`src/rtl/cpu_pkg.sv`:
```
// Shared core definitions: word width, reset vector, break opcode and the
// fetch FSM state encoding.
package cpu_pkg;

    localparam int WORD_W = 32;

    localparam logic [WORD_W-1:0] RESET_PC_DEFAULT = 32'h0040_0000;
    localparam logic [WORD_W-1:0] BREAK_INSN       = 32'h0000_000D;

    typedef enum logic [1:0] {
        FS_IDLE    = 2'd0,
        FS_FETCH   = 2'd1,
        FS_DISCARD = 2'd2,
        FS_HOLD    = 2'd3
    } fetch_state_t;

endpackage

```
`src/rtl/pc_register.sv`:
```
// Program counter flop with reset vector, sequential +4 advance and a
// redirect load that takes priority over the advance.
module pc_register
    import cpu_pkg::*;
#(
    parameter logic [WORD_W-1:0] RESET_PC = RESET_PC_DEFAULT
) (
    input  logic              clk,
    input  logic              rst_n,
    input  logic              load,
    input  logic [WORD_W-1:0] load_pc,
    input  logic              advance,
    output logic [WORD_W-1:0] pc,
    output logic [WORD_W-1:0] pc_plus4
);

    // Plain 32-bit add, so 32'hFFFF_FFFC rolls over to zero.
    assign pc_plus4 = pc + 32'd4;

    always_ff @(posedge clk or negedge rst_n) begin
        if (!rst_n) begin
            pc <= RESET_PC;
        end else if (load) begin
            pc <= load_pc;
        end else if (advance) begin
            pc <= pc_plus4;
        end
    end

endmodule

```
`src/rtl/instr_fetch_unit.sv`:
```
// Fetch stage: PC, imem request/ack handshake and the instruction register.
// Optional FETCH_ALIGN_CHECK_EN turns misaligned redirects into a break fault.
//
// state   | meaning
// IDLE    | one cycle after reset before the first request
// FETCH   | request outstanding at pc
// DISCARD | redirected mid-request; waiting to drop the stale word
// HOLD    | ir valid, waiting for ir_ready or a redirect
module instr_fetch_unit
    import cpu_pkg::*;
#(
    parameter logic [WORD_W-1:0] RESET_PC = RESET_PC_DEFAULT
) (
    input  logic              clk,
    input  logic              rst_n,
    output logic              imem_req,
    output logic [WORD_W-1:0] imem_addr,
    input  logic              imem_ack,
    input  logic [WORD_W-1:0] imem_rdata,
    output logic [WORD_W-1:0] ir,
    output logic              ir_valid,
    input  logic              ir_ready,
    output logic [WORD_W-1:0] pc,
    output logic [WORD_W-1:0] pc_plus4,
    input  logic              redirect_valid,
    input  logic [WORD_W-1:0] redirect_pc
`ifdef FETCH_ALIGN_CHECK_EN
    ,
    output logic              fetch_exc
`endif
);

    fetch_state_t      state, state_nx;
    logic [WORD_W-1:0] pending_pc;
    logic [WORD_W-1:0] redir_tgt;
    logic [WORD_W-1:0] discard_tgt;
    logic [WORD_W-1:0] pc_load_val;
    logic              redir_bad;
    logic              discard_bad;
    logic              pc_load;
    logic              pc_adv;
    logic              ir_load;
    logic              pend_load;
    logic              take_exc;
    logic              exc_q;

    // A redirect arriving together with the DISCARD ack is newer than the pending target.
    assign discard_tgt = redirect_valid ? redir_tgt : pending_pc;

`ifdef FETCH_ALIGN_CHECK_EN
    assign redir_tgt   = redirect_pc;
    assign redir_bad   = (redirect_pc[1:0] != 2'b00);
    assign discard_bad = (discard_tgt[1:0] != 2'b00);
    assign fetch_exc   = exc_q;
`else
    assign redir_tgt   = redirect_pc & 32'hFFFF_FFFC;
    assign redir_bad   = 1'b0;
    assign discard_bad = 1'b0;
`endif

    assign imem_req  = (state == FS_FETCH) || (state == FS_DISCARD);
    assign imem_addr = pc;

    always_comb begin
        state_nx    = state;
        pc_load     = 1'b0;
        pc_adv      = 1'b0;
        pc_load_val = redir_tgt;
        ir_load     = 1'b0;
        pend_load   = 1'b0;
        take_exc    = 1'b0;
        case (state)
            FS_IDLE: begin
                state_nx = FS_FETCH;
                if (redirect_valid) begin
                    pc_load = 1'b1;
                    if (redir_bad) begin
                        take_exc = 1'b1;
                        state_nx = FS_HOLD;
                    end
                end
            end
            FS_FETCH: begin
                if (redirect_valid) begin
                    if (imem_ack) begin
                        pc_load = 1'b1;
                        if (redir_bad) begin
                            take_exc = 1'b1;
                            state_nx = FS_HOLD;
                        end
                    end else begin
                        pend_load = 1'b1;
                        state_nx  = FS_DISCARD;
                    end
                end else if (imem_ack) begin
                    ir_load  = 1'b1;
                    state_nx = FS_HOLD;
                end
            end
            FS_DISCARD: begin
                if (imem_ack) begin
                    pc_load     = 1'b1;
                    pc_load_val = discard_tgt;
                    if (discard_bad) begin
                        take_exc = 1'b1;
                        state_nx = FS_HOLD;
                    end else begin
                        state_nx = FS_FETCH;
                    end
                end else if (redirect_valid) begin
                    pend_load = 1'b1;
                end
            end
            FS_HOLD: begin
                // A faulted break waits for the handler's redirect, not ir_ready.
                if (redirect_valid) begin
                    pc_load = 1'b1;
                    if (redir_bad) begin
                        take_exc = 1'b1;
                    end else begin
                        state_nx = FS_FETCH;
                    end
                end else if (ir_ready && !exc_q) begin
                    pc_adv   = 1'b1;
                    state_nx = FS_FETCH;
                end
            end
            default: state_nx = FS_IDLE;
        endcase
    end

    always_ff @(posedge clk or negedge rst_n) begin
        if (!rst_n) begin
            state      <= FS_IDLE;
            ir         <= '0;
            ir_valid   <= 1'b0;
            pending_pc <= RESET_PC;
            exc_q      <= 1'b0;
        end else begin
            state    <= state_nx;
            ir_valid <= (state_nx == FS_HOLD);
            if (ir_load) begin
                ir <= imem_rdata;
            end else if (take_exc) begin
                ir <= BREAK_INSN;
            end
            if (pend_load) begin
                pending_pc <= redir_tgt;
            end
            if (take_exc) begin
                exc_q <= 1'b1;
            end else if (redirect_valid) begin
                exc_q <= 1'b0;
            end
        end
    end

    pc_register #(
        .RESET_PC (RESET_PC)
    ) u_pc_register (
        .clk      (clk),
        .rst_n    (rst_n),
        .load     (pc_load),
        .load_pc  (pc_load_val),
        .advance  (pc_adv),
        .pc       (pc),
        .pc_plus4 (pc_plus4)
    );

endmodule

```
`config.mk`:
```
export PLATFORM = sky130hd
export DESIGN_NAME = instr_fetch_unit
export DESIGN_NICKNAME = d
export VERILOG_FILES = /design/src/rtl/cpu_pkg.sv /design/src/rtl/pc_register.sv /design/src/rtl/instr_fetch_unit.sv
export SDC_FILE = /design/constraint.sdc
export NUM_CORES = 1
export LEC_CHECK = 0
export BUFFER_PORTS_ARGS = -buffer_cell sky130_fd_sc_hd__buf_2
export CORE_MARGIN = 2
export CORE_UTILIZATION = 55
export CTS_BUF_LIST = sky130_fd_sc_hd__clkbuf_4
export DETAILED_ROUTE_END_ITERATION = 6
export HOLD_SLACK_MARGIN = 0.06
export PLACE_DENSITY = 0.88
export SLEW_MARGIN = 20
export SYNTH_ARGS = -nofsm -noshare
export SYNTH_HDL_FRONTEND = slang
export SYNTH_SLANG_ARGS = --single-unit
```
`constraint.sdc`:
```
create_clock -name clk -period 6.8 [get_ports clk]
set_clock_uncertainty 0.1 [all_clocks]
set_input_delay 1.02 -clock clk [delete_from_list [all_inputs] [get_ports clk]]
set_output_delay 1.02 -clock clk [all_outputs]
set_load 0.1 [all_outputs]
```
# == Word level (Yosys, flattened, before mapping) ==
# Cells that the tools add are included.
# word_totals
ff_bits,98
in_bits,69
out_inout_bits,130
wordCells,50
# classes
add_sub_neg,1
n_eq_ne,4
n_mux,30
n_reduce_logical,9
# ops
op,count
$mux 32,7
$add 32x3->32 const B,1
$mux 1,14
$mux 2,6
$pmux 2 s4,1
$eq 2x2->1 const B,3
$reduce_bool 2->1,3
$reduce_or 4->1,1
$pmux 1 s3,1
$eq 2x1->1 const B,1
$logic_not 2->1,1
$pmux 1 s2,1
$reduce_or 2->1,1
$logic_and 1x1->1,1
$logic_not 1->1,1
$logic_or 1x1->1,1

# == Depth between registers and ports, before layout ==
# Gate-level depths: netlist of run 1.
# logic_depth
word_depth,7
depth_mapped,8
ltp_nobuf,6

# == Cells and area by module ==
# Synthesis of run 1 repeated with hierarchy kept, for this count alone.
# hier_totals
hier_cells,517
area_unflattened_um2,5582.9
# modules_own_cells
module,instances,cells_each,area_each_um2,seq_area_each_um2
instr_fetch_unit,1,228,3208.1,1627.8
pc_register,1,289,2374.8,802.0

# == Least setup slack after synthesis of run 1 ==
# No wires, ideal clock.
# synth_path
kind,register -> output
from,reg u_pc_register.pc[3]
to,out pc_plus4[26]
arrival_ps,3799
path_slack_ps,1881
stages_incl_launch_ff,7
path_cell_list,dfrtp_1 -> ha_1 -> clkbuf_1 -> nand4_1 -> nor3_1 -> nand3_1 -> xnor2_1
# synth_between
elab_chain_cells,1
# synth_lines
element,line,text
start: declaration,pc_register.sv:13,"output logic [WORD_W-1:0] pc,"
start signal: assignment,pc_register.sv:24,pc <= load_pc;
start signal: assignment,pc_register.sv:26,pc <= pc_plus4;
$add 32x3->32,pc_register.sv:18,assign pc_plus4 = pc + 32'd4;
end: declaration,instr_fetch_unit.sv:24,"output logic [WORD_W-1:0] pc_plus4,"
# Every way passes these cells.

# == Worst setup path in the final report of run 1 ==
# layout_path
from,reg u_pc_register.pc[5]
to,out pc_plus4[26]
# Same word-level chain as after synthesis.

==> results of run 1 <==
## registers in the layout (all words and copies together), names as in the netlist
| name | flops |
|---|---|
| ir | 32 |
| ir_valid | 1 |
| pending_pc | 30 |
| state | 2 |
| u_pc_register.pc | 30 |
## logic make-up after synthesis
logic type	Yosys count	share of synthesized area, %
xor+xnor	51	8.44
mux	93	19.5
other cells	1	0.0708
buf+inv	78	8.30
flops	95	45.0
fa+ha+maj	5	1.18
compound gates	38	4.40
simple gates	139	13.2
## area by class of cell
type / count / area [um2]
diodes: 1 / 2.50
clock buffers: 9 / 67.6
clock inverters: 7 / 91.3
fillers: 745 / 3050
inverters: 12 / 45.0
multi-input cells: 332 / 2510
flip-flops and latches: 95 / 2380
well taps: 129 / 161
repair buffers: 194 / 983
## final timing paths
path / endpoint / slack (ns) / cells after the start
max in group asynchronous: state[0]$_DFF_PN0_ / 5.07 / 2
hold reg to reg: pending_pc[4]$_DFFE_PN0P_ / 0.42 / 1
setup reg to reg: u_pc_register.pc[25]$_DFFE_PN0P_ / 4.15 / 6
hold / removal: u_pc_register.pc[17]$_DFFE_PN0P_ / 0.37 / 1
setup / recovery: pc_plus4[26] / 2.64 / 5
min in group clk: pending_pc[4]$_DFFE_PN0P_ / 0.42 / 1
## per-stage QoR
step	setup WS (ns)	utilization (%)	area (um2)	std cells	hold slack, ns
6_report	2.64	67.2	6240	779	0.365
5_1_grt	2.34	67.2	6230	778	0.362
4_1_cts	2.65	67.1	6230	778	0.355
3_5_place_dp	3.17	65.4	6070	762	0.387
3_3_place_gp	3.18	65.4	6070	762	0.383
2_1_floorplan	1.88	-	5310	505	0.377
## critical path, cell delays in order (launching register included)
cell and delay, ns:
dfrtp_1 0.55, nand4_1 0.42, nor3_1 0.82, nand3_1 0.19, xnor2_1 0.17, buf_2 0.44
## layout by cell type (no fill, tap or decap), types with 4 or more instances in the layout
| cell type | Yosys | routed |
|---|---|---|
| inv_1 | 12 | 12 |
| buf_2 | 2 | 189 |
| o221ai_1 | 4 | 4 |
| mux2i_1 | 14 | 14 |
| conb_1 | 1 | 6 |
| nand3_1 | 28 | 28 |
| a21oi_1 | 18 | 18 |
| o21ai_0 | 9 | 9 |
| ha_1 | 5 | 5 |
| xnor2_1 | 25 | 25 |
| nand4_1 | 11 | 11 |
| nor2_1 | 33 | 33 |
| mux2_2 | 79 | 79 |
| buf_4 | 38 | 5 |
| nor4_1 | 5 | 5 |
| xor2_1 | 26 | 26 |
| clkbuf_4 | 0 | 9 |
| nor3_1 | 13 | 13 |
| dfrtp_1 | 93 | 93 |
| nand2_1 | 30 | 29 |
## metal layers
metal  vias to the layer above  track usage [%]
li1                       1977                -
met1                      1959             31.3
met2                       167             40.6
met3                        12             6.50
met4                         0             5.54
met5                         -                0
==> results.py, run 1 <==
metrics = {
    "setup_path": {
        "critPathLaunch": "u_pc_register.pc[5]$_DFFE_PN0P_",
        "end_kind": "output port",
        "regToRegStartpoint": "state[0]$_DFF_PN0_",
        "criticalPathCategory": "register to output port",
        "worst_setup_path_start_kind": "register",
        "path_max_fanout": 11,
        "required_ns": 5.68,
        "critPathArrivalTime_ns": 3.04,
    },
    "worst_hold_path": {
        "hp-class": "input port to async pin",
    },
    "sta": {
        "min_period_ns": 4.16,
        "max_slew_margin_pct": 34.5,
        "fmax_mhz": 241,
        "fin_tns_setup_ns": 0,
        "rsz0062_at_grt": "no",
        "finalCritPeriodShare_pct": 61.1,
        "hold_violations": 0,
        "setup_violations": 0,
        "slew_violations": 0,
        "tightest_slew_ns": 0.973,
    },
    "layout": {
        "drive_gt1_share_pct": 46.1,
        "areaGrowthSynthToFinish_pct": 17.8,
        "layout.nets": 718,
    },
    "outcome": {
        "status": "finished clean",
    },
    "placement": {
        "gp_congestion": 0.859,
        "numPortBuffers": 190,
        "dp_hpwl_um": 9210,
    },
    "route": {
        "wl_per_cell_um": 16.1,
        "finalWirelength_um": 12500,
        "final_antenna_net_count": 0,
        "top_layer": "met4",
        "route.met2.wl_um": 6040,
        "wl_met1_um": 5370,
        "dr_wl_met3_um": 984,
        "vias_per_cell": 5.28,
        "drt-initial-drc-count": 226,
        "vias": 4115,
        "drc_errors": 0,
        "dr.pass1.iters": 4,
    },
    "synth": {
        "yosysMostFrequentCell": "dfrtp_1",
        "ys_seq_area_share_pct": 45.0,
        "syn_area_per_cell_um2": 10.6,
        "synth_cells": 500,
        "netlist-cell-type-count": 43,
        "synth_edf_count": 0,
        "syn_area_mm2": 0.00529,
        "synth-seq-cells": 95,
        "synth_top_flop_cell": "dfrtp_1",
        "yosysTopAreaCellShare_pct": 44.0,
        "synth_top_cell_by_area": "dfrtp_1",
        "ys_warn_count": 0,
        "synth_common_cells": "dfrtp_1 (93), mux2_2 (79), buf_4 (38)",
        "synthTopCellsByArea": "dfrtp_1 (44%), mux2_2 (17%), buf_4 (5.4%)",
        "synth_async_sr_flop_share_pct": 100,
    },
    "clocking": {
        "worst_skew_pair.late_latency_ns": 0.45,
        "path_clk_slew_ns": 0.17,
        "numCtsBuffers": 9,
        "cts_tree": "done",
        "ctsResizeCount": 0,
        "post_cts_buffers": 0,
        "ctsHtreeMaxLevel": 3,
        "cts_root_buf": "clkbuf_4",
        "cts.sinks": 95,
        "cts_max_path_buffers": 2,
        "postCtsHoldBufs": 0,
    },
    "global_route": {
        "grt_pass1_vias": 3951,
        "grt_max_degree": 68,
        "overflow": 0,
        "grt_pass1_wl_um": 19700,
        "antenna_found_initial": 1,
        "grt_use_total_pct": 24.1,
    },
    "floorplan": {
        "die_area_mm2": 0.0104,
        "rows": 35,
        "dieHeight_um": 102,
        "num_io_pins": 199,
        "die_width_um": 102,
        "initial_core_util_pct": 57.0,
        "core_mm2": 0.00928,
    },
    "run": {
        "maxCapViolations": 0,
    },
}
Power of run 1 is left out: the tool's default activity adds up to more than one toggle a clock period on the data nets, which glitch-free logic cannot reach.
==> run 2, diff against run 1 <==
CORE_UTILIZATION = 46   (was 55)
PLACE_DENSITY = 0.79   (was 0.88)
clock period = 3.8 ns   (was 6.8 ns; I/O delays follow)
==> run 2 against run 1 <==
- cell count increased by 2.8%
- critical path depth up 1
- die area up 19%
- worst setup slack got worse by 2.4 ns
- sequential cell count unchanged
- critical endpoint is now pc_plus4[23]
- largest cell class unchanged
- highest routed layer is now met5
==> results.py, run 2 (synthesis results as in run 1) <==
metrics = {
    "outcome": {
        "status": "finished clean",
    },
    "clocking": {
        "worst_skew_pair.late_latency_ns": 0.46,
        "cts_max_path_buffers": 2,
        "postCtsHoldBufs": 0,
        "numCtsBuffers": 9,
        "ctsResizeCount": 0,
        "cts.sinks": 95,
        "post_cts_buffers": 0,
        "ctsHtreeMaxLevel": 3,
        "path_clk_slew_ns": 0.15,
        "cts_tree": "done",
        "cts_root_buf": "clkbuf_4",
    },
    "floorplan": {
        "initial_core_util_pct": 46.8,
        "die_area_mm2": 0.0124,
        "die_width_um": 111,
        "core_mm2": 0.0113,
        "rows": 39,
        "num_io_pins": 199,
        "dieHeight_um": 111,
    },
    "global_route": {
        "grt_max_degree": 74,
        "grt_use_total_pct": 20.7,
        "overflow": 0,
        "grt_pass1_vias": 4080,
        "grt_pass1_wl_um": 20700,
        "antenna_found_initial": 2,
    },
    "route": {
        "vias": 4174,
        "drc_errors": 0,
        "finalWirelength_um": 12900,
        "final_antenna_net_count": 0,
        "drt-initial-drc-count": 252,
        "wl_per_cell_um": 16.1,
        "vias_per_cell": 5.21,
        "dr.pass1.iters": 4,
    },
    "placement": {
        "pre_cts_ws_ns": 0.751,
        "dp_cells": 785,
        "numPortBuffers": 190,
        "dp_hpwl_um": 9490,
        "gp_congestion": 0.874,
    },
    "setup_path": {
        "worstPathCellList": "nand4_1 > or4_4 > nor4_4 > xnor2_1 > inv_1 > buf_2",
        "cp_slowest_cell": "or4_4",
        "critPathLaunch": "u_pc_register.pc[5]$_DFFE_PN0P_",
        "endpoint": "pc_plus4[23]",
        "cp_slowest_stage_delay_ns": 0.64,
        "reg2reg_slack_ns": 1.34,
        "critPathArrivalTime_ns": 2.90,
        "regToRegStartpoint": "u_pc_register.pc[5]$_DFFE_PN0P_",
        "criticalPathCategory": "register to output port",
        "r2r_cells": 6,
        "end_kind": "output port",
        "worst_setup_path_start_kind": "register",
        "path_max_fanout": 9,
        "required_ns": 3.13,
        "r2r-end": "u_pc_register.pc[25]$_DFFE_PN0P_",
    },
    "sta": {
        "finalCritPeriodShare_pct": 93.8,
        "max_slew_margin_pct": 37.1,
        "fmax_mhz": 280,
        "rsz0062_at_grt": "no",
        "setup_ws_ns": 0.234,
        "slew_violations": 0,
        "hold_violations": 0,
        "min_period_ns": 3.57,
        "setup_violations": 0,
        "tightest_slew_ns": 0.943,
    },
    "layout": {
        "n_fill_cell": 988,
        "regMostFlops": "ir",
        "areaGrowthSynthToFinish_pct": 22.0,
        "largest_register_ff_count": 32,
        "finalNonFillerCells": 801,
        "drive_gt1_share_pct": 49.5,
        "layout_common_cells": "buf_2 (189), dfrtp_1 (93), mux2_2 (79)",
        "layout.nets": 727,
        "top_regs": "ir (32), pending_pc (30), u_pc_register.pc (30)",
        "antenna_cells": 0,
        "mostFrequentLayoutCell": "buf_2",
    },
    "run": {
        "maxCapViolations": 0,
    },
    "worst_hold_path": {
        "hp-class": "input port to async pin",
    },
}
run 2: through the flow:
stage | utilization [%] | TNS, ns | hold slack [ns] | instance area [um2]
6_report | 57.0 | 0 | 0.123 | 6460
3_5_place_dp | 55.9 | 0 | 0.387 | 6320
4_1_cts | 57.0 | 0 | 0.146 | 6460
3_3_place_gp | 55.9 | 0 | 0.385 | 6320
2_1_floorplan | - | -0.843 | 0.174 | 5480
5_1_grt | 57.0 | 0 | 0.182 | 6460
run 2: worst min path at each step:
| stage | to | slack, ns | start | cells after the start |
|---|---|---|---|---|
| floorplan | ir[0]$_DFFE_PN0N_ | 0.17 | rst_n | 0 |
| global placement | pending_pc[14]$_DFFE_PN0P_ | 0.39 | pending_pc[14]$_DFFE_PN0P_ | 1 |
| detailed placement | ir[4]$_DFFE_PN0N_ | 0.39 | ir[4]$_DFFE_PN0N_ | 1 |
| CTS | pending_pc[28]$_DFFE_PN0P_ | 0.15 | rst_n | 1 |
| global route | ir[5]$_DFFE_PN0N_ | 0.18 | imem_rdata[5] | 2 |
| finish | ir[24]$_DFFE_PN0N_ | 0.12 | rst_n | 1 |
run 2: worst max-delay path, delay by kind of cell (launching register included):
family                    cells  cell delay (ns)
DFF                           1             0.58
and+or+nand+nor               3             1.24
buffers and inverters         2             0.49
xor gates and xnor gates      1             0.13
run 2: area by class of cell:
class                   instances  area (um2)  area share [%]
clock buffers                   9        67.6            1.05
clock inverters                 7        65.1            1.01
flip-flops and latches         95        2380            36.9
well taps                     143         179            2.77
inverters                      12        45.0           0.698
repair buffers                203        1050            16.3
multi-input cells             332        2670            41.3
run 2: per-layer routing:
layer	vias to the layer above	global-route usage [%]	part of all wire, %
li1	1983	-	-
met1	2010	26.2	42
met2	162	34.8	49
met3	15	5.69	7.7
met4	4	6.26	1.2
met5	-	0	0.16
Power of run 2 is left out for the same reason.
